**src/rtl/uart_rx.sv**
```systemverilog
// uart_rx: 8N1 UART receiver, LSB first, idle-high line, centre-sampled on a
// bclk running at OSR times the baud rate (the same bclk that drives uart_tx).
//
// Ports:
//   bclk     - oversampling clock (OSR x baud)
//   reset    - asynchronous, active-high reset
//   rxd      - serial input, asynchronous to bclk, idle high
//   rx_dout  - last correctly received byte; bits at and above Lframe read 0
//   rx_ready - one-cycle strobe, rx_dout updated in the same cycle
//   rx_ferr  - one-cycle strobe, stop bit sampled low
//   rx_busy  - high whenever the receiver is not idle
module uart_rx #(
    parameter int unsigned Lframe = 8,  // data bits per frame, 1..8
    parameter int unsigned OSR    = 16  // bclk cycles per bit, even and >= 4
) (
    input  logic       bclk,
    input  logic       reset,
    input  logic       rxd,
    output logic [7:0] rx_dout,
    output logic       rx_ready,
    output logic       rx_ferr,
    output logic       rx_busy
);

    localparam int unsigned CntW = $clog2(OSR);
    localparam logic [CntW-1:0] CntHalf = CntW'(OSR / 2 - 1);
    localparam logic [CntW-1:0] CntLast = CntW'(OSR - 1);
    localparam logic [3:0] BitLast = 4'(Lframe - 1);

    typedef enum logic [2:0] {
        StIdle,
        StStart,
        StData,
        StStop,
        StBreak
    } state_e;

    state_e          state_q, state_d;
    logic [CntW-1:0] cnt_q, cnt_d;
    logic [3:0]      bitcnt_q, bitcnt_d;
    logic [7:0]      shift_q, shift_d;
    logic [7:0]      dout_q, dout_d;
    logic            ready_q, ready_d;
    logic            ferr_q, ferr_d;
    logic [1:0]      sync_q;
    logic            rxd_s;

    // Two-flop synchronizer; resets to the idle (high) line level so a reset
    // never looks like a falling edge.
    always_ff @(posedge bclk or posedge reset) begin
        if (reset) begin
            sync_q <= 2'b11;
        end else begin
            sync_q <= {sync_q[0], rxd};
        end
    end

    assign rxd_s = sync_q[1];

    always_ff @(posedge bclk or posedge reset) begin
        if (reset) begin
            state_q  <= StIdle;
            cnt_q    <= '0;
            bitcnt_q <= '0;
            shift_q  <= '0;
            dout_q   <= '0;
            ready_q  <= 1'b0;
            ferr_q   <= 1'b0;
        end else begin
            state_q  <= state_d;
            cnt_q    <= cnt_d;
            bitcnt_q <= bitcnt_d;
            shift_q  <= shift_d;
            dout_q   <= dout_d;
            ready_q  <= ready_d;
            ferr_q   <= ferr_d;
        end
    end

    always_comb begin
        state_d  = state_q;
        cnt_d    = cnt_q;
        bitcnt_d = bitcnt_q;
        shift_d  = shift_q;
        dout_d   = dout_q;
        ready_d  = 1'b0;
        ferr_d   = 1'b0;

        unique case (state_q)
            StIdle: begin
                cnt_d    = '0;
                bitcnt_d = '0;
                if (!rxd_s) begin
                    state_d = StStart;
                end
            end
            StStart: begin
                // Re-check at the start-bit centre; a line already back high
                // was only a glitch.
                if (cnt_q == CntHalf) begin
                    cnt_d   = '0;
                    state_d = rxd_s ? StIdle : StData;
                end else begin
                    cnt_d = cnt_q + 1'b1;
                end
            end
            StData: begin
                if (cnt_q == CntLast) begin
                    cnt_d                   = '0;
                    // Only indices below Lframe are ever written, so the
                    // upper bits of the shift register stay at their reset 0.
                    shift_d[bitcnt_q[2:0]] = rxd_s;
                    if (bitcnt_q == BitLast) begin
                        bitcnt_d = '0;
                        state_d  = StStop;
                    end else begin
                        bitcnt_d = bitcnt_q + 4'd1;
                    end
                end else begin
                    cnt_d = cnt_q + 1'b1;
                end
            end
            StStop: begin
                if (cnt_q == CntLast) begin
                    cnt_d = '0;
                    if (rxd_s) begin
                        dout_d  = shift_q;
                        ready_d = 1'b1;
                        state_d = StIdle;
                    end else begin
                        ferr_d  = 1'b1;
                        state_d = StBreak;
                    end
                end else begin
                    cnt_d = cnt_q + 1'b1;
                end
            end
            StBreak: begin
                // Hold off until the line is released so a long break is
                // not mistaken for a new start bit.
                if (rxd_s) begin
                    state_d = StIdle;
                end
            end
            default: begin
                state_d = StIdle;
            end
        endcase
    end

    assign rx_dout  = dout_q;
    assign rx_ready = ready_q;
    assign rx_ferr  = ferr_q;
    assign rx_busy  = (state_q != StIdle);

endmodule

```
**config.mk**
```make
export PLATFORM = sky130hd
export DESIGN_NAME = uart_rx
export DESIGN_NICKNAME = d
export VERILOG_FILES = /design/src/rtl/uart_rx.sv
export SDC_FILE = /design/constraint.sdc
export NUM_CORES = 1
export LEC_CHECK = 0
export ABC_AREA = 0
export BUFFER_PORTS_ARGS = -buffer_cell sky130_fd_sc_hd__buf_4
export CELL_PAD_IN_SITES_DETAIL_PLACEMENT = 0
export CELL_PAD_IN_SITES_GLOBAL_PLACEMENT = 2
export CORE_MARGIN = 2
export CORE_UTILIZATION = 33
export CTS_CLUSTER_DIAMETER = 50
export CTS_CLUSTER_SIZE = 20
export DETAILED_ROUTE_END_ITERATION = 7
export PLACE_DENSITY_LB_ADDON = 0.2
export REMOVE_ABC_BUFFERS = 1
export SETUP_SLACK_MARGIN = 0.1
export SLEW_MARGIN = 30
export SYNTH_ARGS = -nofsm -noshare
export SYNTH_HDL_FRONTEND = slang
export SYNTH_SLANG_ARGS = --single-unit
```
**constraint.sdc**
```tcl
create_clock -name bclk -period 1.8 [get_ports bclk]
set_input_delay 0.18 -clock bclk [delete_from_list [all_inputs] [get_ports bclk]]
set_output_delay 0.18 -clock bclk [all_outputs]
set_load 0.005 [all_outputs]
```
Yosys cells after proc, flatten, opt, wreduce, memory -nomap -nowiden

Index checks and enable logic that the tools add are counted.

Flip-flop bits (word level): 31
Input bits: 3
Output and inout bits: 11
Logic and storage cells: 59

Add/subtract/negate cells: 2
Magnitude comparators: 2
Eq/ne operators: 13
Muxes and demuxes: 24
Reduce and logical (&&, ||, !) cells: 10

Operators by type and width:

| kind                                                              | number |
|---|---|
| 2-to-1 mux 3 bit                                                  | 7 |
| 2-to-1 mux 4 bit                                                  | 4 |
| one-hot mux 3 bit (5 select lines)                                | 1 |
| != test 2 bit, second input constant                              | 6 |
| one-hot mux 4 bit (3 select lines)                                | 1 |
| adder 4 x 1 -> 4 bit, second input constant                       | 2 |
| bitwise mux 8 bit                                                 | 1 |
| equality test 4 x 3 -> 1 bit, second input constant               | 2 |
| one-hot mux 4 bit (2 select lines)                                | 1 |
| 2-to-1 mux 1 bit                                                  | 7 |
| equality test 3 x 2 -> 1 bit, second input constant               | 2 |
| AND reduction 6 bit                                               | 1 |
| nonzero test 3 bit                                                | 2 |
| equality test 4 bit, second input constant                        | 1 |
| < comparator 3 x 4 -> 1 bit, second input constant                | 1 |
| AND reduction 2 bit                                               | 2 |
| demux 1 bit (select 3 bit)                                        | 1 |
| equality test 3 x 1 -> 1 bit, second input constant               | 1 |
| equality test 3 bit, second input constant                        | 1 |
| greater-or-equal comparator 3 x 1 -> 1 bit, second input constant | 1 |
| logical NOT 3 bit                                                 | 1 |
| AND reduction 3 bit                                               | 1 |
| 2-to-1 mux 2 bit                                                  | 1 |
| nonzero test 2 bit                                                | 1 |
| 2 further kinds                                                   | 2 |

Longest topological paths before layout

Depth in word-level cells: 5
Mapped depth: 5
Depth with buffers taken out: 5

Least setup slack after synthesis

No wires, ideal clock.

Kind: reg2reg
From: register cnt_q[0]
To: register shift_q[6]
Setup time: 0.125 ns
Arrival time: 1.500 ns
Data required time: 1.675 ns
Slack: 0.175 ns
Stages on the path, launching flop included: 6
Buffers on the path: 0
Period minus slack after synthesis: 1.625 ns
Cell sequence: dfrtp_1 -> ha_1 -> and4b_2 -> nor3b_4 -> nand3_1 -> mux2_4

Word-level cells in the longest chain between the ends: 2

RTL lines:

| item                          | line | RTL |
|---|---|---|
| from (decl)                   | 39   | `logic [CntW-1:0] cnt_q, cnt_d;` |
| from (signal assigned)        | 71   | `cnt_q <= cnt_d;` |
| equality test 4 bit           | 108  | `if (cnt_q == CntLast) begin` |
| AND reduction 2 bit (no line) | -    |  |
| to (signal assigned)          | 73   | `shift_q <= shift_d;` |
| to (decl)                     | 41   | `logic [7:0] shift_q, shift_d;` |

No other way between the ends.
A chain may end at the register's enable or synchronous reset.

Worst setup path after layout

From: register cnt_q[1]
To: register shift_q[6]

The elaborated chain is that of the path after synthesis.

==> flow_summary_export.csv <==
group,metric,value,unit
global_routing,grt.total_usage,13.0,%
final_layout,fill_cells,439,
synthesis,synthCells,131,
worst_setup_path,reg2reg_depth,5,
floorplanning,die_h,70.4,µm
final_layout,layout.cells.non_filler,206,
sta,tightest_slew,0.395,ns
placement,pre_cts_ws,0.0464,ns
synthesis,synthTopCellsByArea,"dfrtp_1 50%, mux2_2 12%, o21ai_0 3.8%, dfstp_2 3.6%, nand3_1 3.1%",
route,drt_iter0_drc,44,
worst_setup_path,worst_setup_path_start_kind,"register",
worst_setup_path,reg2reg_slack,0.15,ns
clock_network,htree_levels,2,
final_layout,antenna_cells,0,
sta,hold_violations,23,
placement,place_area,1630,µm²
sta,hold_slack,-0.00652,ns
floorplanning,num_io_pins,14,
route,wl_per_cell,14.1,µm
clock_network,cts_buffers,5,
synthesis,synth_warnings,0,
synthesis,yosysSeqAreaShare,53.5,%
final_layout,seq_area,779,µm²
route,via_count,1039,
placement,gp_congestion,0.777,
worst_setup_path,critPathRequiredTime,1.96,ns
route,firstDrtPassIters,4,
synthesis,synth_cell_types,34,
clock_network,clock_latency,0.28,ns
synthesis,synthTopCellsByCount,"29 x dfrtp_1, 15 x mux2_2, 12 x nand2_1",
route,drc,0,
placement,dp.cells,195,
status,outcome,"finished with violations",
power_and_ir_drop,p_per_area,1020,nW/µm²
floorplanning,core,4290,µm²
sta,finalMaxSlewViolations,0,
power_and_ir_drop,p_leak,0.000866,µW
synthesis,yosysMostFrequentCell,"dfrtp_1",
worst_setup_path,timing.rr.end,"shift_q[6]$_DFFE_PP0P_",
clock_network,clk_pin_slew,0.06,ns
floorplanning,rows,24,
worst_setup_path,critPathCaptureType,"register",
placement,io_buffers,13,
job,maxCapViolations,0,
sta,setup_tns,0,ns
status,violations,"negative hold slack",
sta,skew,0.00718,ns
power_and_ir_drop,ir_drop,0.553,mV
final_layout,multi_input_area,628,µm²
synthesis,syn_avg_cell_area,11.1,µm²
worst_setup_path,r2r_start,"cnt_q[1]$_DFFE_PP0P_",
synthesis,synth-main-ff-cell,"dfrtp_1",
final_layout,syn_to_final_growth,20.8,%
route,antenna_left,0,
sta,rsz0062_at_grt,"true",
clock_network,cts_tree,"done",
sta,period_share,91.5,%
floorplanning,dieWidth,70.4,µm
final_layout,fin_nets,158,
global_routing,grt_pass1_wl,4.99,mm
sta,slew_headroom,73.4,%
sta,fmax,0.607,GHz
worst_setup_path,cp_data_arrival_time,1.81,ns
hold_path,hold_class,"input port to asynchronous set/reset pin",
global_routing,grt_pass1_vias,1065,
synthesis,ys_seq_elements,31,
route,totalWireLength,2.91,mm
synthesis,synth-edff-count,0,
final_layout,postLayoutCellArea,1760,µm²
clock_network,cts_buffer_depth,2,
floorplanning,start_util,33.9,%
synthesis,syn_area,1460,µm²
route,viasPerCell,5.04,
placement,place_hpwl,1.94,mm
sta,finalSetupViolCount,0,
clock_network,cts_root_buf,"clkbuf_8",
global_routing,overflow,0,
global_routing,antenna_found_initial,0,
synthesis,yosys.area.top_type,"dfrtp_1",
sta,layout_min_cycle_time,1.65,ns
worst_setup_path,crit_type,"register to register",
synthesis,synth_top_area_share,49.9,%
final_layout,drive_gt1_share,34.4,%
floorplanning,fp.dieArea,4960,µm²
synthesis,synthArstFlopShare,100,%
worst_setup_path,worst-path-max-fanout,6,
global_routing,grt_max_degree,32,
clock_network,cts_num_sinks,31,
sta,worst_slack,0.152,ns
## cells by family (layout without fill, tap and decap cells)
group | after synthesis | after routing | synth area share [%]
AO/OA/AOI/OAI | 19 | 19 | 7.65
adder cells (fa/ha/maj) | 2 | 2 | 1.72
buffers and inverters | 13 | 36 | 4.21
flip-flops | 31 | 31 | 53.5
multiplexers | 17 | 17 | 13.3
AND/OR/NAND/NOR | 49 | 49 | 19.6
## metrics by stage
stage	hold slack [ns]	total power (µW)	util (%)
floorplan	0.184	1070	-
global placement	0.283	1200	37.9
detailed placement	0.289	1210	37.9
CTS	0.00746	1810	40.6
global route	0.0240	1930	40.9
finish	-0.00652	1800	40.9
## flip-flops by register name, indices dropped and copies added, names as in the netlist
name,flops
bitcnt_q,4
cnt_q,4
rx_dout,8
rx_ferr,1
rx_ready,1
shift_q,8
state_q,3
sync_q,2
## area by class of cell
class                      count  share of cell area (%)
timing repair buffer          23                    9.96
clock inverter                 1                   0.285
clock buffer                   7                    4.91
multi-input combinational     87                    35.7
tap                           52                    3.70
inverter                       5                    1.07
sequential                    31                    44.3
## timing repair
action,in CTS,in global routing
gates resized for setup,2,1
hold buffers,1,0
endpoints found under the setup margin,10,10
hold endpoints to repair,1,0
pin swaps,0,1
buffers inserted,0,2
## placed cells by master (no fill, tap or decap), types with 2 or more instances in the layout
master     n
nor2_1     4
nor3_1     5
nand3_1    9
mux2_2    15
nand4b_1   2
nor2b_1    3
dfrtp_1   28
clkbuf_8   6
inv_1      5
nand2b_1   3
and3_1     3
a21oi_1    3
dfstp_2    2
nand2_1   12
o21ai_0   11
buf_4     22
## report_power, final
part	total [µW]	switching (µW)	internal, µW
clock network	558	250	308
registers	827	65.8	761
logic	416	231	185
total	1800	547	1250
## per-layer routing
metal | wire length, µm | GRT usage (%) | share of wire (%) | vias up
met4 | 39 | 5.77 | 1.3 | 0
met5 | 0 | 0 | 0 | -
met3 | 96 | 3.03 | 3.3 | 4
met2 | 1440 | 21.8 | 49 | 17
met1 | 1330 | 15.8 | 46 | 511
li1 | - | - | - | 507
## worst max-delay path: stages (launching register included)
cell and delay (ns):
dfrtp_1 0.41, ha_4 0.18, and4b_2 0.26, nor3b_4 0.24, nand3_1 0.12, mux2_4 0.31
## how the worst max path moves through the flow
| stage | startpoint | endpoint | slack, ns | cells past startpoint |
|---|---|---|---|---|
| floorplan | cnt_q[0]$_DFFE_PP0P_ | shift_q[6]$_DFFE_PP0P_ | 0.18 | 5 |
| global placement | cnt_q[0]$_DFFE_PP0P_ | shift_q[6]$_DFFE_PP0P_ | 0.1 | 5 |
| detailed placement | cnt_q[0]$_DFFE_PP0P_ | rx_dout[1]$_DFFE_PP0P_ | 0.05 | 4 |
| CTS | cnt_q[0]$_DFFE_PP0P_ | rx_dout[1]$_DFFE_PP0P_ | 0.11 | 4 |
| global route | cnt_q[1]$_DFFE_PP0P_ | rx_dout[2]$_DFFE_PP0P_ | 0.09 | 4 |
| finish | cnt_q[1]$_DFFE_PP0P_ | shift_q[6]$_DFFE_PP0P_ | 0.15 | 5 |
No activity file was read; power rests on OpenSTA's default activity.
